==> config.mk <==
export PLATFORM = sky130hd
export DESIGN_NAME = execute_memory_buffer
export DESIGN_NICKNAME = d
export VERILOG_FILES = /design/src/rtl/execute_memory_buffer.sv
export SDC_FILE = /design/constraint.sdc
export NUM_CORES = 1
export LEC_CHECK = 0
export ABC_AREA = 1
export CAP_MARGIN = 20
export CORE_MARGIN = 2
export CORE_UTILIZATION = 45
export DETAILED_ROUTE_END_ITERATION = 8
export DONT_BUFFER_PORTS = 1
export GPL_TIMING_DRIVEN = 0
export SLEW_MARGIN = 25
export SYNTH_ARGS = -nofsm -noshare
export SYNTH_HDL_FRONTEND = slang
export SYNTH_SLANG_ARGS = --single-unit
export TNS_END_PERCENT = 5
==> constraint.sdc <==
create_clock -name clk -period 1.82 [get_ports clk]
set_input_delay 0.091 -clock clk [delete_from_list [all_inputs] [get_ports clk]]
set_output_delay 0.091 -clock clk [all_outputs]
set_load 0.005 [all_outputs]
==> src/rtl/execute_memory_buffer.sv <==
// execute_memory_buffer
// EX/MEM pipeline register sitting directly after the ALU. Besides carrying
// the ALU result, store data and write-back/memory control into the memory
// stage, it owns the architectural condition-code register (ccr), resolves
// taken conditional jumps by squashing IF/ID, and saves/restores ccr around
// a single-level interrupt using a two-state FSM (IDLE/SAVE).
//
// Handshake: there is no ready/valid backpressure on this stage. in_valid
// marks a real instruction; it is taken only when accept is high
// (in_valid & ~flush & ~stall & IDLE). When accept is low and the stage is
// not stalled, a bubble (m_valid = 0, all fields 0) is loaded instead, so
// upstream must hold or refetch anything that was not accepted.
//
// dbg_state and dbg_saved_ccr expose the FSM state and the saved ccr level
// so that checkers can observe them directly.

module execute_memory_buffer #(
   parameter int DATA_W = 16,
   parameter int OP_W   = 5,
   parameter int REG_W  = 3
) (
   input  logic              clk,
   input  logic              rst,
   input  logic              stall,
   input  logic              flush,
   input  logic              in_valid,
   input  logic [OP_W-1:0]   alu_op,
   input  logic [DATA_W-1:0] alu_out,
   input  logic [2:0]        alu_flags,
   input  logic              flags_we,
   input  logic              jump_taken,
   input  logic [DATA_W-1:0] store_data,
   input  logic [REG_W-1:0]  rdst,
   input  logic              reg_write,
   input  logic              mem_read,
   input  logic              mem_write,
   input  logic              interrupt,
   output logic [2:0]        ccr,
   output logic              flush_upstream,
   output logic              int_ack,
   output logic              m_valid,
   output logic [DATA_W-1:0] m_alu_out,
   output logic [DATA_W-1:0] m_store_data,
   output logic [REG_W-1:0]  m_rdst,
   output logic              m_reg_write,
   output logic              m_mem_read,
   output logic              m_mem_write,
   output logic              dbg_state,
   output logic [2:0]        dbg_saved_ccr
);

   // Opcodes this stage has to recognise.
   localparam logic [OP_W-1:0] OP_JZ  = OP_W'(20);
   localparam logic [OP_W-1:0] OP_JN  = OP_W'(21);
   localparam logic [OP_W-1:0] OP_JC  = OP_W'(22);
   localparam logic [OP_W-1:0] OP_RTI = OP_W'(26);

   typedef enum logic {
      ST_IDLE = 1'b0,
      ST_SAVE = 1'b1
   } state_t;

   state_t            state_q;
   logic [2:0]        ccr_q, ccr_d;
   logic [2:0]        saved_ccr_q;
   logic              int_ack_q;

   logic              m_valid_q, m_valid_d;
   logic [DATA_W-1:0] m_alu_out_q, m_alu_out_d;
   logic [DATA_W-1:0] m_store_data_q, m_store_data_d;
   logic [REG_W-1:0]  m_rdst_q, m_rdst_d;
   logic              m_reg_write_q, m_reg_write_d;
   logic              m_mem_read_q, m_mem_read_d;
   logic              m_mem_write_q, m_mem_write_d;

   logic              accept;
   logic              is_jcc;
   logic              is_rti;
   logic              jump_resolved;
   logic [2:0]        jcc_clear_mask;

   // An instruction enters only when real, not squashed, not stalled and no
   // interrupt save is in progress.
   assign accept        = in_valid & ~flush & ~stall & (state_q == ST_IDLE);
   assign is_jcc        = (alu_op == OP_JZ) | (alu_op == OP_JN) | (alu_op == OP_JC);
   assign is_rti        = (alu_op == OP_RTI);
   assign jump_resolved = accept & jump_taken & is_jcc;

   // A taken jump squashes IF/ID in the same cycle; accept already folds in
   // stall, so a stalled jump never flushes.
   assign flush_upstream = jump_resolved;

   // Select the ccr bit tested by the conditional jump (Z, N or C).
   always_comb begin
      jcc_clear_mask = 3'b000;
      case (alu_op)
         OP_JZ:   jcc_clear_mask = 3'b001;
         OP_JN:   jcc_clear_mask = 3'b010;
         OP_JC:   jcc_clear_mask = 3'b100;
         default: jcc_clear_mask = 3'b000;
      endcase
   end

   // ccr next value: RTI restore beats a flag write, which beats the
   // jump-consumes-flag clear; anything else leaves ccr alone.
   always_comb begin
      ccr_d = ccr_q;
      if (accept) begin
         if (is_rti) begin
            ccr_d = saved_ccr_q;
         end else if (flags_we) begin
            ccr_d = alu_flags;
         end else if (jump_taken && is_jcc) begin
            ccr_d = ccr_q & ~jcc_clear_mask;
         end
      end
   end

   // Stage payload next value: the instruction as-is when accepted, else a
   // fully zeroed bubble.
   always_comb begin
      m_valid_d      = 1'b0;
      m_alu_out_d    = '0;
      m_store_data_d = '0;
      m_rdst_d       = '0;
      m_reg_write_d  = 1'b0;
      m_mem_read_d   = 1'b0;
      m_mem_write_d  = 1'b0;
      if (accept) begin
         m_valid_d      = 1'b1;
         m_alu_out_d    = alu_out;
         m_store_data_d = store_data;
         m_rdst_d       = rdst;
         m_reg_write_d  = reg_write;
         m_mem_read_d   = mem_read;
         m_mem_write_d  = mem_write;
      end
   end

   // Stage registers: reset clears, stall holds, otherwise load payload/bubble.
   always_ff @(posedge clk) begin
      if (rst) begin
         m_valid_q      <= 1'b0;
         m_alu_out_q    <= '0;
         m_store_data_q <= '0;
         m_rdst_q       <= '0;
         m_reg_write_q  <= 1'b0;
         m_mem_read_q   <= 1'b0;
         m_mem_write_q  <= 1'b0;
      end else if (!stall) begin
         m_valid_q      <= m_valid_d;
         m_alu_out_q    <= m_alu_out_d;
         m_store_data_q <= m_store_data_d;
         m_rdst_q       <= m_rdst_d;
         m_reg_write_q  <= m_reg_write_d;
         m_mem_read_q   <= m_mem_read_d;
         m_mem_write_q  <= m_mem_write_d;
      end
   end

   // Interrupt FSM with ccr, saved_ccr and int_ack as registered outputs.
   // Entering SAVE snapshots ccr_d so an instruction accepted on the same
   // edge (including an RTI restore) is reflected in the saved level.
   always_ff @(posedge clk) begin
      if (rst) begin
         state_q     <= ST_IDLE;
         ccr_q       <= 3'b000;
         saved_ccr_q <= 3'b000;
         int_ack_q   <= 1'b0;
      end else if (!stall) begin
         ccr_q <= ccr_d;
         case (state_q)
            ST_IDLE: begin
               if (interrupt) begin
                  state_q     <= ST_SAVE;
                  saved_ccr_q <= ccr_d;
                  int_ack_q   <= 1'b1;
               end else begin
                  int_ack_q   <= 1'b0;
               end
            end
            ST_SAVE: begin
               state_q   <= ST_IDLE;
               int_ack_q <= 1'b0;
            end
            default: begin
               state_q   <= ST_IDLE;
               int_ack_q <= 1'b0;
            end
         endcase
      end
   end

   assign ccr           = ccr_q;
   assign int_ack       = int_ack_q;
   assign m_valid       = m_valid_q;
   assign m_alu_out     = m_alu_out_q;
   assign m_store_data  = m_store_data_q;
   assign m_rdst        = m_rdst_q;
   assign m_reg_write   = m_reg_write_q;
   assign m_mem_read    = m_mem_read_q;
   assign m_mem_write   = m_mem_write_q;
   assign dbg_state     = state_q;
   assign dbg_saved_ccr = saved_ccr_q;

endmodule

==> results.md <==
- Drt wl/cell: 13.4 um
- Worst Tran Pin Value: 0.630 ns
- Post-CTS resize count: 0
- Antenna diodes: 0
- Post-Synthesis Cells: 251
- Sequential power share: 57.4%
- NumNets Final: 350
- TritonCTS buffer count: 5
- Antenna violations before repair: 0
- Synth warnings: 0
- Slowest stage delay, CP: 0.47 ns
- Initial core utilization: 47.0%
- WP data arrival: 1.45 ns
- Top cell by count, worst path: buf_6
- Filler instances: 388
- # DRC: 0
- Critical path, cell by cell: nor2_4 > nand2_4 > clkinv_2 > buf_6 > buf_6 > nand2_1 > a21oi_1
- Outcome: finished clean
- Io pins: 102
- First-pass GRT wire length: 6810 um
- Power density over the cells: 766 mW/mm2
- Vias/cell: 4.87
- Chip height: 68.6 um
- Routed Antenna Nets: 0
- Rows: 23
- Startpoint class of the critical path: flop
- Synth Net Count: 305
- Switching Share: 24.1%
- Crit path kind: reg2reg
- Reg area: 921 um2
- Synthesis-to-finish area growth: 27.8%
- Area share of the leading cell type in the synthesized netlist: 49.0%
- Most common cell after layout, fill and taps aside: nand2_1
- Final slew viol count: 0
- Synth area leaders: dfxtp_1 (49%), nand2_1 (18%), a21oi_1 (11%)
- I/O Buffers: 0
- Total die area: 0.00471 mm2
- DP Wirelength: 3030 um
- CTS Sinks: 46
- Clock transition at the registers of the reported paths: 0.08 ns
- Core Area: 0.00400 mm2
- Int Power: 1.40 mW
- Worst setup EP type: flop
- Final Skew: 0.00379 ns
- Crit path max-delay cell type: dfxtp_1
- First-pass iteration count of the detailed router: 4
- GRT Total Usage: 19.4%
- Seq/Total Area, Yosys: 49.0%
- Minimum clock period: 1.30 ns
- Vias in the first global route: 1,563
- Initial DRC Count: 28
- Clk pwr share: 31.5%
- CTS root buf: clkbuf_8
- Worst skew pair latency: 0.29 ns
- Crit path required time: 1.97 ns
- CTS tree: built
- Area of the multi-input gates: 791 um2
- Syn avg cell area: 7.49 um2
- Leak: 0.915 nW
- Max-slew headroom: 58.0%
- P_sw: 0.443 mW
- Commonest cells after routing, fill and taps aside: nand2_1 (90), dfxtp_1 (46), a21oi_1 (40), dlygate4sd3_1 (38), inv_1 (18)
- Via count: 1,686
- Cell Count, Final, Fillers Out: 346
- Layout cells sized above 1: 12.2%
- Pin count of the biggest net entering global routing: 14
- Die width: 68.6 um
- H-tree levels: 2
- Maximum capacitance violations: 0
- CP max FO: 10
- Setup TNS: 0 ns
- Synth Register Bits: 46
- Combinational Power Share: 11.1%
- Final Power: 1.84 mW
- Post-synth cell types: 17
- Clock Path Buffers: 2
- RSZ-0062 raised after global routing: false
- Post-placement cell count: 301
- Synth Cell Area: 0.00188 mm2
- Peak VDD IR: 0.516 mV
- Final period utilization: 71.2%
- Final Wtd Congestion: 0.668
- Final setup fails: 0
- Final hold vios: 0
- Peak Freq: 0.771 GHz
- Routed WL: 4650 um
- Global route total overflow: 0
- Area leader, netlist: dfxtp_1
- HP Class: in2reg
[through the flow]
stage | hold slack (ns) | cell area [um2] | worst slack (ns) | utilization (%)
final | 0.0739 | 2400 | 0.524 | 60.1
after global routing | 0.0752 | 2400 | 0.434 | 60.1
after CTS | 0.0608 | 2400 | 0.529 | 60.1
after detailed placement | 0.232 | 1940 | 0.548 | 48.6
after global placement | 0.229 | 1940 | 0.560 | 48.6
after floorplan | 0.227 | 1880 | 0.707 | -
[critical path, delay by kind of cell (launching register included)]
family          cells  cell delay (ns)
compound gates      1             0.06
buf+inv             3             0.36
simple gates        3             0.27
flops               1             0.47
[registers in the layout, summed over array words and instances, names as in the netlist]
| signal | cells |
|---|---|
| m_mem_read | 1 |
| ccr | 3 |
| dbg_saved_ccr | 3 |
| m_rdst | 3 |
| m_store_data | 16 |
| int_ack | 1 |
| m_reg_write | 1 |
| m_mem_write | 1 |
| m_alu_out | 16 |
| m_valid | 1 |
[final cells by class]
type,count,share of cell area (%)
repair buffers,38,15.8
well taps,50,2.60
multi-input cells,171,32.9
inverters,19,3.02
flip-flops and latches,46,38.3
clock inverters,1,0.312
plain buffers,15,4.01
clock buffers,6,3.02
[final timing paths]
path              cells after the start  slack [ns]              from                to
setup / recovery                      7        0.52           int_ack       m_reg_write
hold reg to reg                       2        0.48  m_store_data[12]  m_store_data[12]
hold / removal                        2        0.07         interrupt           int_ack
setup reg to reg                      7        0.52           int_ack       m_reg_write
[routing by layer]
metal | part of all wire (%) | GRT usage [%]
met5 | 0 | 0
met1 | 41 | 21.1
met2 | 49 | 35.5
met3 | 8.9 | 7.47
met4 | 0.54 | 4.50
[timing repair]
action | 4_1_cts | 5_1_grt
hold buffers | 38 | 0
buffers inserted | 0 | 0
hold endpoints to repair | 38 | 0
[cell usage after synthesis]
library cell  instances
clkinv_2              1
nor2_1               12
buf_8                 1
buf_2                 2
nand3_1               7
inv_1                18
a21oi_2              10
a21oi_1              40
nand2_2              10
buf_1                 3
buf_6                 3
dfxtp_1              46
clkbuf_1              5
nand2_4               1
nand2_1              90
nor2_4                1
buf_4                 1
[power groups by stage]
| stage | Clock [mW] | Combinational [mW] | Sequential (mW) |
|---|---|---|---|
| 2_1_floorplan | 0 | 0.110 | 1.07 |
| 3_3_place_gp | 0 | 0.135 | 1.08 |
| 3_5_place_dp | 0 | 0.137 | 1.08 |
| 4_1_cts | 0.606 | 0.205 | 1.06 |
| 5_1_grt | 0.639 | 0.228 | 1.06 |
| 6_report | 0.580 | 0.205 | 1.06 |
[cells by family after synthesis]
kind of cell    Yosys count  share of synthesized area (%)
simple gates            121                           26.7
compound gates           50                           15.3
flops                    46                           49.0
buf+inv                  34                           8.98
Power figures use the tool's default switching activity.
